File: src/rtl/shift_reg_serdes.sv
// rtl/shift_reg_serdes.sv - bidirectional serial/parallel shift register with programmable bit order
// Deserializes WIDTH bits into a held word, or streams a loaded word out one bit per cycle.
module shift_reg_serdes #(
  parameter int WIDTH     = 16,
  parameter bit LSB_FIRST = 1'b1
) (
  input  logic             clk_in,
  input  logic             rst_in,
  input  logic             mode_in,
  input  logic             serial_in,
  input  logic             wr_in,
  input  logic [WIDTH-1:0] parallel_in,
  input  logic             load_in,
  input  logic             en_in,
  input  logic             hold_in,
  output logic             input_rdy,
  output logic [WIDTH-1:0] parallel_out,
  output logic             out_valid,
  output logic             serial_out,
  output logic             serial_valid
);

  localparam int CW = $clog2(WIDTH + 1);
  localparam logic [CW-1:0] LAST_IN  = CW'(WIDTH - 1);
  localparam logic [CW-1:0] LAST_OUT = CW'(WIDTH);

  typedef enum logic [1:0] {IDLE, SHIFT_IN, FULL, SHIFT_OUT} state_t;

  state_t           state;
  logic [CW-1:0]    count;
  logic [WIDTH-1:0] sr;

  logic [WIDTH-1:0] sr_capture;
  logic [WIDTH-1:0] load_rest;
  logic [WIDTH-1:0] sr_rest;
  logic             load_bit;
  logic             sr_bit;

  // Capture shifts toward the end that the first bit must finally occupy;
  // serialize always emits from the opposite end of that same ordering.
  always_comb begin
    sr_capture = LSB_FIRST ? {serial_in, sr[WIDTH-1:1]} : {sr[WIDTH-2:0], serial_in};
    load_bit   = LSB_FIRST ? parallel_in[0] : parallel_in[WIDTH-1];
    load_rest  = LSB_FIRST ? (parallel_in >> 1) : (parallel_in << 1);
    sr_bit     = LSB_FIRST ? sr[0] : sr[WIDTH-1];
    sr_rest    = LSB_FIRST ? (sr >> 1) : (sr << 1);
  end

  assign input_rdy = (state == IDLE) || (state == SHIFT_IN);

  always_ff @(posedge clk_in) begin
    if (rst_in) begin
      state        <= IDLE;
      count        <= '0;
      sr           <= '0;
      parallel_out <= '0;
      out_valid    <= 1'b0;
      serial_out   <= 1'b0;
      serial_valid <= 1'b0;
    end else begin
      case (state)
        IDLE: begin
          if (mode_in) begin
            if (load_in) begin
              // First bit is registered straight from parallel_in so it shows the next cycle.
              serial_out   <= load_bit;
              serial_valid <= 1'b1;
              sr           <= load_rest;
              count        <= CW'(1);
              state        <= SHIFT_OUT;
            end
          end else if (wr_in) begin
            sr    <= sr_capture;
            count <= CW'(1);
            state <= SHIFT_IN;
          end
        end
        SHIFT_IN: begin
          if (wr_in) begin
            sr <= sr_capture;
            if (count == LAST_IN) begin
              parallel_out <= sr_capture;
              out_valid    <= 1'b1;
              count        <= '0;
              state        <= FULL;
            end else begin
              count <= count + CW'(1);
            end
          end
        end
        FULL: begin
          if (en_in) begin
            out_valid <= 1'b0;
            state     <= IDLE;
          end
        end
        SHIFT_OUT: begin
          if (!hold_in) begin
            if (count == LAST_OUT) begin
              serial_out   <= 1'b0;
              serial_valid <= 1'b0;
              count        <= '0;
              state        <= IDLE;
            end else begin
              serial_out <= sr_bit;
              sr         <= sr_rest;
              count      <= count + CW'(1);
            end
          end
        end
        default: state <= IDLE;
      endcase
    end
  end

endmodule

File: config.mk
export PLATFORM = sky130hd
export DESIGN_NAME = shift_reg_serdes
export DESIGN_NICKNAME = d
export VERILOG_FILES = /design/src/rtl/shift_reg_serdes.sv
export SDC_FILE = /design/constraint.sdc
export NUM_CORES = 1
export LEC_CHECK = 0
export CAP_MARGIN = 20
export CORE_MARGIN = 3
export CORE_UTILIZATION = 46
export CTS_BUF_LIST = sky130_fd_sc_hd__clkbuf_8
export CTS_CLUSTER_DIAMETER = 80
export CTS_CLUSTER_SIZE = 16
export DETAILED_ROUTE_END_ITERATION = 8
export GPL_TIMING_DRIVEN = 0
export PLACE_DENSITY = 0.88
export SLEW_MARGIN = 5
export SYNTH_ARGS = -nofsm -noshare
export SYNTH_HDL_FRONTEND = slang
export SYNTH_SLANG_ARGS = --single-unit
File: constraint.sdc
create_clock -name clk_in -period 1.6 [get_ports clk_in]
set_input_delay 0.48 -clock clk_in [delete_from_list [all_inputs] [get_ports clk_in]]
set_output_delay 0.48 -clock clk_in [all_outputs]
set_load 0.02 [all_outputs]
==> metrics.md, run 1 <==
| Metric | Value |
|---|---|
| Mapped Area | `between 1500 and 2000 um2` |
| Nets | `310` |
| Pre-antenna DRT Iters | `4` |
| MaxCap Viol Count | `0` |
| Max_slew headroom | `between 50% and 60%` |
| Pwr/cell area | `1240 nW/um2` |
| Critical path capture point type | `flop` |
| Area Overhead vs Synth | `69.6%` |
| Area of the multi-input gates | `~1300 um2` |
| Chip Height | `~70 um` |
| Io pins | `44` |
| First-pass GRT wire length | `just under 10000 um` |
| Core area | `about 3800 um2` |
| Min Tclk post-route | `1920 ps` |
| Cell variety after synth | `39` |
| Die Wd | `around 70 um` |
| Leading area contributor after synthesis | `dfxtp_1` |
| Critical path type | `flop to flop` |
| Critical path buffer and inverter count | `1` |
| Final instance area | `between 3000 and 4000 um2` |
| Routability-driven placement congestion ratio | `0.929` |
| Crit-path cells | `ha_4, nand3_4, inv_2, ha_4, and2b_1, and3b_2, or4_4, a21oi_2` |
| Power, Total | `roughly 4 mW` |
| Setup tns final | `-7700 ps` |
| Largest net degree at the start of global routing | `14` |
| EDFF count, synth | `0` |
| Die ar. | `between 4000 and 5000 um2` |
| Initial Util | `roughly half` |
| Non-filler cells, final | `about 330` |
| TritonCTS clock tree | `yes` |
| Hold buffer count at CTS | `0` |
| Worst-Skew Late Latency | `310 ps` |
| Critical path startpoint category | `flop` |
| Syn. warnings | `0` |
| Max Slew Vio Count | `0` |
| CTS H-tree lvls | `2` |
| Antenna violations before repair | `0` |
| GRT Residual Overflow | `0` |
| Pre-CTS setup slack | `-658 ps` |
| Clock tree root buffer cell | `clkbuf_8` |
| Tightest Pin Transition | `between 700 and 800 ps` |
| WL per Instance | `about 21 um` |
| Synth top area cells | `dfxtp_1 46%, nand2_1 8.4%, o2bb2ai_1 7.6%` |
| DR vias/cell | `6.19` |
| Peak supply drop | `~890 uV` |
| Post-synthesis sequential area ratio | `about 46%` |
| Final worst slack | `-321 ps` |
| Final WL | `7020 um` |
| Ys flop type | `dfxtp_1` |
| Fin crit share | `120%` |
| Initial DRC Count | `161` |
| Ant. Diodes | `0` |
| Post-DP HPWL | `between 3000 and 4000 um` |
| Routed via count | `around 2100` |
| Share of cells above drive strength 1 | `40.6%` |
| CP peak stage delay | `430 ps` |
| FFs w/ async S/R, synth | `0%` |
| Final setup fails | `41` |
| Worst EP arrival | `2150 ps` |
| CTS Buf Count | `5` |
| Placed cell area | `2380 um2` |
| Register area | `between 800 and 900 um2` |
| RSZ-0062 raised after global routing | `yes` |
| Setup Skew | `around 13 ps` |
| FMAX | `521 MHz` |
| DRC viols | `0` |
| CP Data Required Time | `1830 ps` |
| Longest Clk Path Bufs | `2` |
| Final-report hold violation count | `0` |
| Worst-path clk slew | `around 80 ps` |
| Cells after Synth | `around 210` |
| Total GRT Usage | `roughly 26%` |
| Vias in the first global route | `around 2000` |
| Max stage delay cell, worst path | `or4_4` |
| Syn_nets | `roughly 240` |
| Placed cell count | `301` |
| CP Max Fanout | `4` |
| FP Rows | `22` |
| Leak | `around 1.4 nW` |
| Synth top area share | `between 40% and 50%` |
| CTS sink cnt | `42` |
| Run status | `complete, but fails checks` |
| Synthesized flop and latch total | `42` |
| Final ANT Viol Nets | `0` |
| CP delay by family, top | `simple AND/OR/NAND/NOR gates` |
| Fillcell total | `201` |
| HP Class | `flop to flop` |
| Crit-path most repeated cell | `ha_4` |
| Port Buf Inserts | `42` |
| Synth Area per Inst | `a little under 9 um2` |
| Failing checks | `setup timing` |
[kinds of logic after synthesis]
group	Yosys count	share of synthesized area [%]
buf+inv	22	5.23
simple gates	69	17.8
compound gates	74	28.6
flops	42	45.7
fa+ha+maj	4	2.72
[metrics by stage]
stage	utilization [%]	hold WS (ps)
2_1_floorplan	-	424
4_1_cts	76.9	454
6_report	82.8	463
3_3_place_gp	63.1	441
5_1_grt	82.8	489
3_5_place_dp	63.1	445
[cell usage after synthesis (2+ instances only)]
cell and instances:
o21ai_0 4, a31oi_1 2, a22oi_1 15, buf_2 5, o22ai_1 2, o2bb2ai_1 16, nand2_1 41, a21oi_1 21
nand3_1 7, dfxtp_1 42, ha_1 4, nand4_1 2, o211ai_1 2, o211a_1 2, clkbuf_1 8, o31ai_1 3
nand2b_1 3, inv_1 8, nor2_1 4
[placed cells by master (no fill, tap or decap), types with 2 or more instances in the layout]
cell type	instances
o211a_1	2
dfxtp_4	2
nand2_1	24
dfxtp_1	39
a21oi_1	6
nand2_4	16
clkbuf_8	7
clkdlybuf4s50_1	19
buf_4	17
nand3_2	2
nand4_1	2
o31ai_1	2
inv_1	6
clkbuf_1	3
a22oi_1	15
o22ai_1	2
buf_12	3
o2bb2ai_2	15
ha_4	3
nand2_2	2
buf_6	6
inv_2	2
buf_2	2
dlygate4sd2_1	22
a21oi_2	15
o21ai_0	2
nand3_4	2
a31oi_1	2
o21ai_1	2
nand2b_1	3
nand3_1	3
nor2_1	4
o211ai_1	2
[sequential cells by signal, indices dropped and copies added, names as in the netlist]
name          cells
parallel_out     16
sr               16
count             5
state             2
out_valid         1
serial_out        1
serial_valid      1
[layer usage]
layer | GRT usage, % | share of wire [%]
met1 | 32.8 | 42
met2 | 42.5 | 48
met3 | 5.22 | 7.2
met4 | 10.8 | 2.5
met5 | 0 | 0
[final timing paths]
kind	start	endpoint	slack [ps]	cells after the start
max	count[1]$_SDFFE_PP0P_	state[0]$_SDFFE_PP0P_	-320	8
min	parallel_out[0]$_SDFFE_PP0P_	parallel_out[0]$_SDFFE_PP0P_	460	2
min reg2reg	parallel_out[0]$_SDFFE_PP0P_	parallel_out[0]$_SDFFE_PP0P_	460	2
max reg2reg	count[1]$_SDFFE_PP0P_	state[0]$_SDFFE_PP0P_	-320	8
[layout make-up]
type                       count  area share [%]
timing repair buffer          66            20.0
tap                           48            1.92
inverter                       8            1.04
multi-input combinational    147            42.7
clock inverter                 3            1.32
buffer                        12            3.60
sequential                    42            27.2
clock buffer                   5            2.20
[worst reg2reg max path, cell delays in order, from the launching register on]
cell,delay [ps]
dfxtp_4,390
ha_4,150
nand3_4,80
inv_2,80
ha_4,130
and2b_1,170
and3b_2,270
or4_4,430
a21oi_2,140
[what timing repair did]
| action | CTS | global route |
|---|---|---|
| buffers inserted | 15 | 5 |
| cloned | 4 | 0 |
| pin swaps | 12 | 7 |
| gates resized for setup | 98 | 42 |
| endpoints found under the setup margin | 60 | 43 |
[power breakdown]
part	total [mW]	leakage (nW)	switching, mW	internal [mW]
registers	1.42	0.343	0.219	1.20
logic	1.61	0.982	0.905	0.704
clock network	0.861	0.0556	0.401	0.460
Power figures use the tool's default switching activity.
==> run 2: changes to the inputs <==
--- a/config.mk
+++ b/config.mk
@@ -6,7 +6,7 @@
 export NUM_CORES = 1
 export LEC_CHECK = 0
 export CAP_MARGIN = 20
-export CORE_MARGIN = 3
+export CORE_MARGIN = 2
 export CORE_UTILIZATION = 46
 export CTS_BUF_LIST = sky130_fd_sc_hd__clkbuf_8
 export CTS_CLUSTER_DIAMETER = 80
==> run 2 against run 1 <==
Compared with the run above:
- the flow still finishes with violations (setup timing)
- sequential power about the same
- final area increased by 1.2%
- core utilization increased by 1.6 points
- critical path type is now primary input to flop
- critical endpoint unchanged
- largest power group unchanged
==> metrics.md, run 2 (synthesis results as in run 1) <==
| Metric | Value |
|---|---|
| Pre-CTS setup slack | `-675 ps` |
| Min Tclk post-route | `a little under 2000 ps` |
| Clock tree root buffer cell | `clkbuf_8` |
| Placed cell count | `301` |
| Nets | `slightly above 300` |
| Hold_sp | `parallel_out[6]$_SDFFE_PP0P_` |
| FMAX | `approximately 510 MHz` |
| Largest registers | `parallel_out x16, sr x16, count x5` |
| Final ANT Viol Nets | `0` |
| Crit-path cells | `clkdlybuf4s50_1, nand2_2, o21ai_0, a22o_2, or4_1, a21oi_1` |
| Die Wd | `67.3 um` |
| MaxCap Viol Count | `0` |
| Max Slew Vio Count | `0` |
| Final WL | `~6800 um` |
| Pwr/cell area | `1210 nW/um2` |
| Critical path type | `primary input to flop` |
| Critical path capture point type | `flop` |
| CTS sink cnt | `42` |
| Register area | `about 850 um2` |
| Port Buf Inserts | `between 40 and 50` |
| Post-DP HPWL | `between 3000 and 4000 um` |
| Routability-driven placement congestion ratio | `around 0.87` |
| Area of the multi-input gates | `1410 um2` |
| Area Overhead vs Synth | `71.7%` |
| Die ar. | `between 4000 and 5000 um2` |
| Peak supply drop | `slightly above 800 uV` |
| Core area | `3740 um2` |
| Critical path startpoint category | `primary input` |
| DR vias/cell | `between 6 and 7` |
| Total GRT Usage | `between 20% and 30%` |
| CP Max Fanout | `5` |
| Failing checks | `setup timing` |
| RSZ-0062 raised after global routing | `yes` |
| CP Data Required Time | `about 1800 ps` |
| Final Hold Slack | `464 ps` |
| Sw frac | `between 30% and 40%` |
| Fillcell total | `202` |
| First-pass GRT wire length | `roughly 8400 um` |
| Most frequent cells in the layout | `39 x dfxtp_1, 22 x nand2_4, 22 x dlygate4sd2_1` |
| Clock power frac | `22.2%` |
| R2r setup slk | `-300 ps` |
| Antenna violations before repair | `0` |
| Vias in the first global route | `between 1500 and 2000` |
| Largest net degree at the start of global routing | `14` |
| DRC viols | `0` |
| Setup Skew | `around 15 ps` |
| Placed cell area | `between 2000 and 2500 um2` |
| Share of cells above drive strength 1 | `45.8%` |
| Fin crit share | `122%` |
| Run status | `complete, but fails checks` |
| CP startpoint | `hold_in` |
| HP Class | `flop to flop` |
| Pre-antenna DRT Iters | `6` |
| Leak | `roughly 1.3 nW` |
| Final worst slack | `-345 ps` |
| CTS Buf Count | `5` |
| Tightest Pin Transition | `712 ps` |
| Final-report hold violation count | `0` |
| Longest Clk Path Bufs | `2` |
| Int Pwr | `2.35 mW` |
| Routed via count | `a little over 2000` |
| Worst Reg-to-Reg Cells | `8` |
| Max_slew headroom | `between 50% and 60%` |
| Worst EP arrival | `around 2200 ps` |
| Initial Util | `49.2%` |
| Seq pwr share | `a little under two fifths` |
| Final setup fails | `between 40 and 50` |
| Setup tns final | `-4750 ps` |
| CP peak stage delay | `480 ps` |
| Initial DRC Count | `between 100 and 150` |
| Worst setup path endpoint | `state[0]$_SDFFE_PP0P_` |
| TritonCTS clock tree | `yes` |
| Worst-Skew Late Latency | `between 300 and 400 ps` |
| Power, Total | `3.84 mW` |
| WL per Instance | `~21 um` |
| Ant. Diodes | `0` |
| Switching power | `between 1 and 1.5 mW` |
| Most common cell after layout, fill and taps aside | `dfxtp_1` |
| CTS H-tree lvls | `2` |
| Crit Reg-Reg Endpoint | `state[0]$_SDFFE_PP0P_` |
| Io pins | `between 40 and 50` |
| Comb power frac | `40.9%` |
| Max stage delay cell, worst path | `or4_1` |
| Reg2Reg Launch Point | `count[0]$_SDFFE_PP0P_` |
| Util after Layout | `84.5%` |
| Worst-path clk slew | `90 ps` |
| FP Rows | `22` |
| Chip Height | `slightly below 70 um` |
| Non-filler cells, final | `325` |
| GRT Residual Overflow | `0` |
| Final instance area | `3160 um2` |
| Hold buffer count at CTS | `0` |
[run 2: final cells by class]
cell class / count / area share [%]
Inverter: 8 / 0.949
Sequential cell: 42 / 26.9
Tap cell: 48 / 1.90
Clock inverter: 3 / 1.31
Multi-Input combinational cell: 147 / 44.5
Timing Repair Buffer: 61 / 19.3
Buffer: 11 / 3.05
Clock buffer: 5 / 2.18
[run 2: worst max-delay path, delay by kind of cell]
family | cells | cell delay [ps]
and+or+nand+nor | 2 | 600
buffers and inverters | 1 | 470
AOI/OAI and AO/OA | 3 | 610
[run 2: power groups by stage]
stage | Combinational [mW] | Sequential (mW) | Clock (mW)
finish | 1.57 | 1.42 | 0.852
global route | 1.63 | 1.43 | 0.910
CTS | 1.18 | 1.34 | 0.837
detailed placement | 1.01 | 1.34 | 0
global placement | 1.00 | 1.34 | 0
floorplan | 0.731 | 1.32 | 0
[run 2: per-layer routing]
metal	vias to the layer above	share of wire [%]	track usage, %	wire, um
met3	28	7.8	5.50	530
met2	116	49	38.7	3350
met5	-	0	0	0
met4	0	3.8	6.89	259
met1	967	39	35.1	2640
li1	902	-	-	-
[run 2: worst min path at each step]
stage          depth (start not counted)                      endpoint  slack [ps]
5_1_grt                                2  parallel_out[6]$_SDFFE_PP0P_         480
3_3_place_gp                           2  parallel_out[7]$_SDFFE_PP0P_         440
2_1_floorplan                          1            sr[0]$_SDFFE_PP0P_         420
4_1_cts                                2  parallel_out[6]$_SDFFE_PP0P_         450
3_5_place_dp                           1            sr[0]$_SDFFE_PP0P_         450
6_report                               2  parallel_out[6]$_SDFFE_PP0P_         460
[run 2: timing repair]
item                       4_1_cts  5_1_grt
pin swaps                       18       35
setup endpoints to repair       60       43
resized for setup               66       97
buffers inserted                12        5
gates cloned                     4        0
==> run 3: changes to the inputs <==
--- a/config.mk
+++ b/config.mk
@@ -13,7 +13,7 @@
 export CTS_CLUSTER_SIZE = 16
 export DETAILED_ROUTE_END_ITERATION = 8
 export GPL_TIMING_DRIVEN = 0
-export PLACE_DENSITY = 0.88
+export PLACE_DENSITY = 0.77
 export SLEW_MARGIN = 5
 export SYNTH_ARGS = -nofsm -noshare
 export SYNTH_HDL_FRONTEND = slang
==> run 3 against run 2 <==
Compared with the run above:
- the flow still finishes with violations (setup timing)
- total power decreased by 9.4%
- clock skew decreased by 10 ps
- hold slack got worse by 1.5 ps
- routed wire length decreased by 20%
- final area decreased by 11%
- setup slack improved by 61 ps
- sequential share of layout area increased by 3.3 points
- combinational power decreased by 9%
- core utilization decreased by 9.2 points
- die area unchanged
- sequential power decreased by 4%
- count of clock-buffer cells in the layout unchanged
- highest routed layer unchanged
==> metrics.md, run 3 (synthesis results as in run 1) <==
| Metric | Value |
|---|---|
| Chip Height | `between 60 and 70 um` |
| Final ANT Viol Nets | `0` |
| GRT Residual Overflow | `0` |
| Final instance area | `between 2000 and 3000 um2` |
| Initial Util | `49.2%` |
| Hold buffer count at CTS | `0` |
| DR vias/cell | `about 5.7` |
| FMAX | `between 500 and 600 MHz` |
| Routed via count | `roughly 1800` |
| Area Overhead vs Synth | `53.1%` |
| Nets | `302` |
| Pre-CTS setup slack | `-685 ps` |
| Die ar. | `4530 um2` |
| Area of the multi-input gates | `between 1000 and 1500 um2` |
| CTS sink cnt | `between 40 and 50` |
| Initial DRC Count | `approximately 140` |
| Longest Clk Path Bufs | `2` |
| Critical path startpoint category | `primary input` |
| Final Hold Slack | `462 ps` |
| Reg2Reg Launch Point | `count[1]$_SDFFE_PP0P_` |
| Setup tns final | `-4220 ps` |
| Die Wd | `67.3 um` |
| Tightest Pin Transition | `between 500 and 600 ps` |
| Leak | `around 1.1 nW` |
| Core area | `3740 um2` |
| Post-DP HPWL | `about 3200 um` |
| First-pass GRT wire length | `about 7900 um` |
| Run status | `complete, but fails checks` |
| Largest net degree at the start of global routing | `15` |
| Worst EP arrival | `roughly 2100 ps` |
| Critical path capture point type | `flop` |
| CTS Buf Count | `5` |
| Fin crit share | `118%` |
| Register area | `~850 um2` |
| TritonCTS clock tree | `yes` |
| CP peak stage delay | `about 490 ps` |
| Final WL | `roughly 5400 um` |
| Worst-Skew Late Latency | `slightly below 300 ps` |
| Ant. Diodes | `0` |
| CP delay by family, top | `simple AND/OR/NAND/NOR gates` |
| Power, Total | `between 3 and 4 mW` |
| Critical path buffer and inverter count | `1` |
| Failing checks | `setup timing` |
| Most frequent cells in the layout | `39 x dfxtp_1, 35 x nand2_1, 21 x dlygate4sd2_1` |
| CP Max Fanout | `5` |
| Antenna violations before repair | `0` |
| MaxCap Viol Count | `0` |
| Setup Skew | `4.50 ps` |
| Peak supply drop | `roughly 750 uV` |
| Io pins | `between 40 and 50` |
| Pwr/cell area | `roughly 1200 nW/um2` |
| HP Class | `flop to flop` |
| Fillcell total | `around 270` |
| Hold_sp | `parallel_out[10]$_SDFFE_PP0P_` |
| Final-report hold violation count | `0` |
| Clock tree root buffer cell | `clkbuf_8` |
| Share of cells above drive strength 1 | `29.5%` |
| CP Data Required Time | `1820 ps` |
| Max Slew Vio Count | `0` |
| CP startpoint | `hold_in` |
| Worst-path clk slew | `approximately 80 ps` |
| Max_slew headroom | `60.0%` |
| Placed cell area | `between 2000 and 2500 um2` |
| Total GRT Usage | `between 20% and 30%` |
| Min Tclk post-route | `approximately 1900 ps` |
| FP Rows | `22` |
| Vias in the first global route | `1622` |
| Largest registers | `parallel_out x16, sr x16, count x5` |
| Placed cell count | `301` |
| Routability-driven placement congestion ratio | `around 0.9` |
| Crit-path cells | `clkdlybuf4s50_1, nand2_2, o21ai_0, a22o_2, or4_4, a21oi_2` |
| WL per Instance | `approximately 17 um` |
| Final worst slack | `-284 ps` |
| Final setup fails | `39` |
| DRC viols | `0` |
| Max stage delay cell, worst path | `or4_4` |
| Critical path type | `primary input to flop` |
| CTS H-tree lvls | `2` |
| Non-filler cells, final | `323` |
| Pre-antenna DRT Iters | `4` |
| Most common cell after layout, fill and taps aside | `dfxtp_1` |
| RSZ-0062 raised after global routing | `yes` |
| Util after Layout | `approximately three quarters` |
| Port Buf Inserts | `42` |
## run 3: path summary, 6_finish.rpt
path	to	slack (ps)	depth (start not counted)
worst max-delay path	state[0]$_SDFFE_PP0P_	-280	6
worst max register to register	state[0]$_SDFFE_PP0P_	-230	8
worst min register to register	parallel_out[10]$_SDFFE_PP0P_	460	2
worst min-delay path	parallel_out[10]$_SDFFE_PP0P_	460	2
## run 3: cell type report
| type | count | area share (%) |
|---|---|---|
| multi-input cells | 147 | 39.9 |
| flip-flops and latches | 42 | 30.1 |
| repair buffers | 59 | 20.1 |
| plain buffers | 11 | 3.50 |
| clock buffers | 5 | 2.44 |
| well taps | 48 | 2.13 |
| inverters | 8 | 1.06 |
| clock inverters | 3 | 0.754 |
## run 3: routing by layer
metal	share of wire, %	vias up	track usage, %	routed length [um]
met3	5.1	9	4.00	278
met1	45	883	34.1	2420
li1	-	899	-	-
met2	49	56	34.8	2640
met4	1.6	0	7.91	87
met5	0	-	0	0
## run 3: power breakdown
part,internal [mW],switching [mW],total [mW]
sequential,1.20,0.165,1.36
clock,0.307,0.377,0.684
combinational,0.651,0.780,1.43
total,2.16,1.32,3.48
## run 3: worst reg2reg max path, cell delays in order, from the launching register on
cell,delay (ps)
dfxtp_4,380
ha_4,160
nand3_4,80
inv_2,80
ha_4,130
and2b_1,130
and3b_1,220
or4_4,430
a21oi_2,150
## run 3: what timing repair did
action / in CTS / in global routing
cloned: 2 / 1
buffers inserted: 11 / 3
endpoints found under the setup margin: 60 / 43
pin swaps: 3 / 7
gates resized for setup: 56 / 37
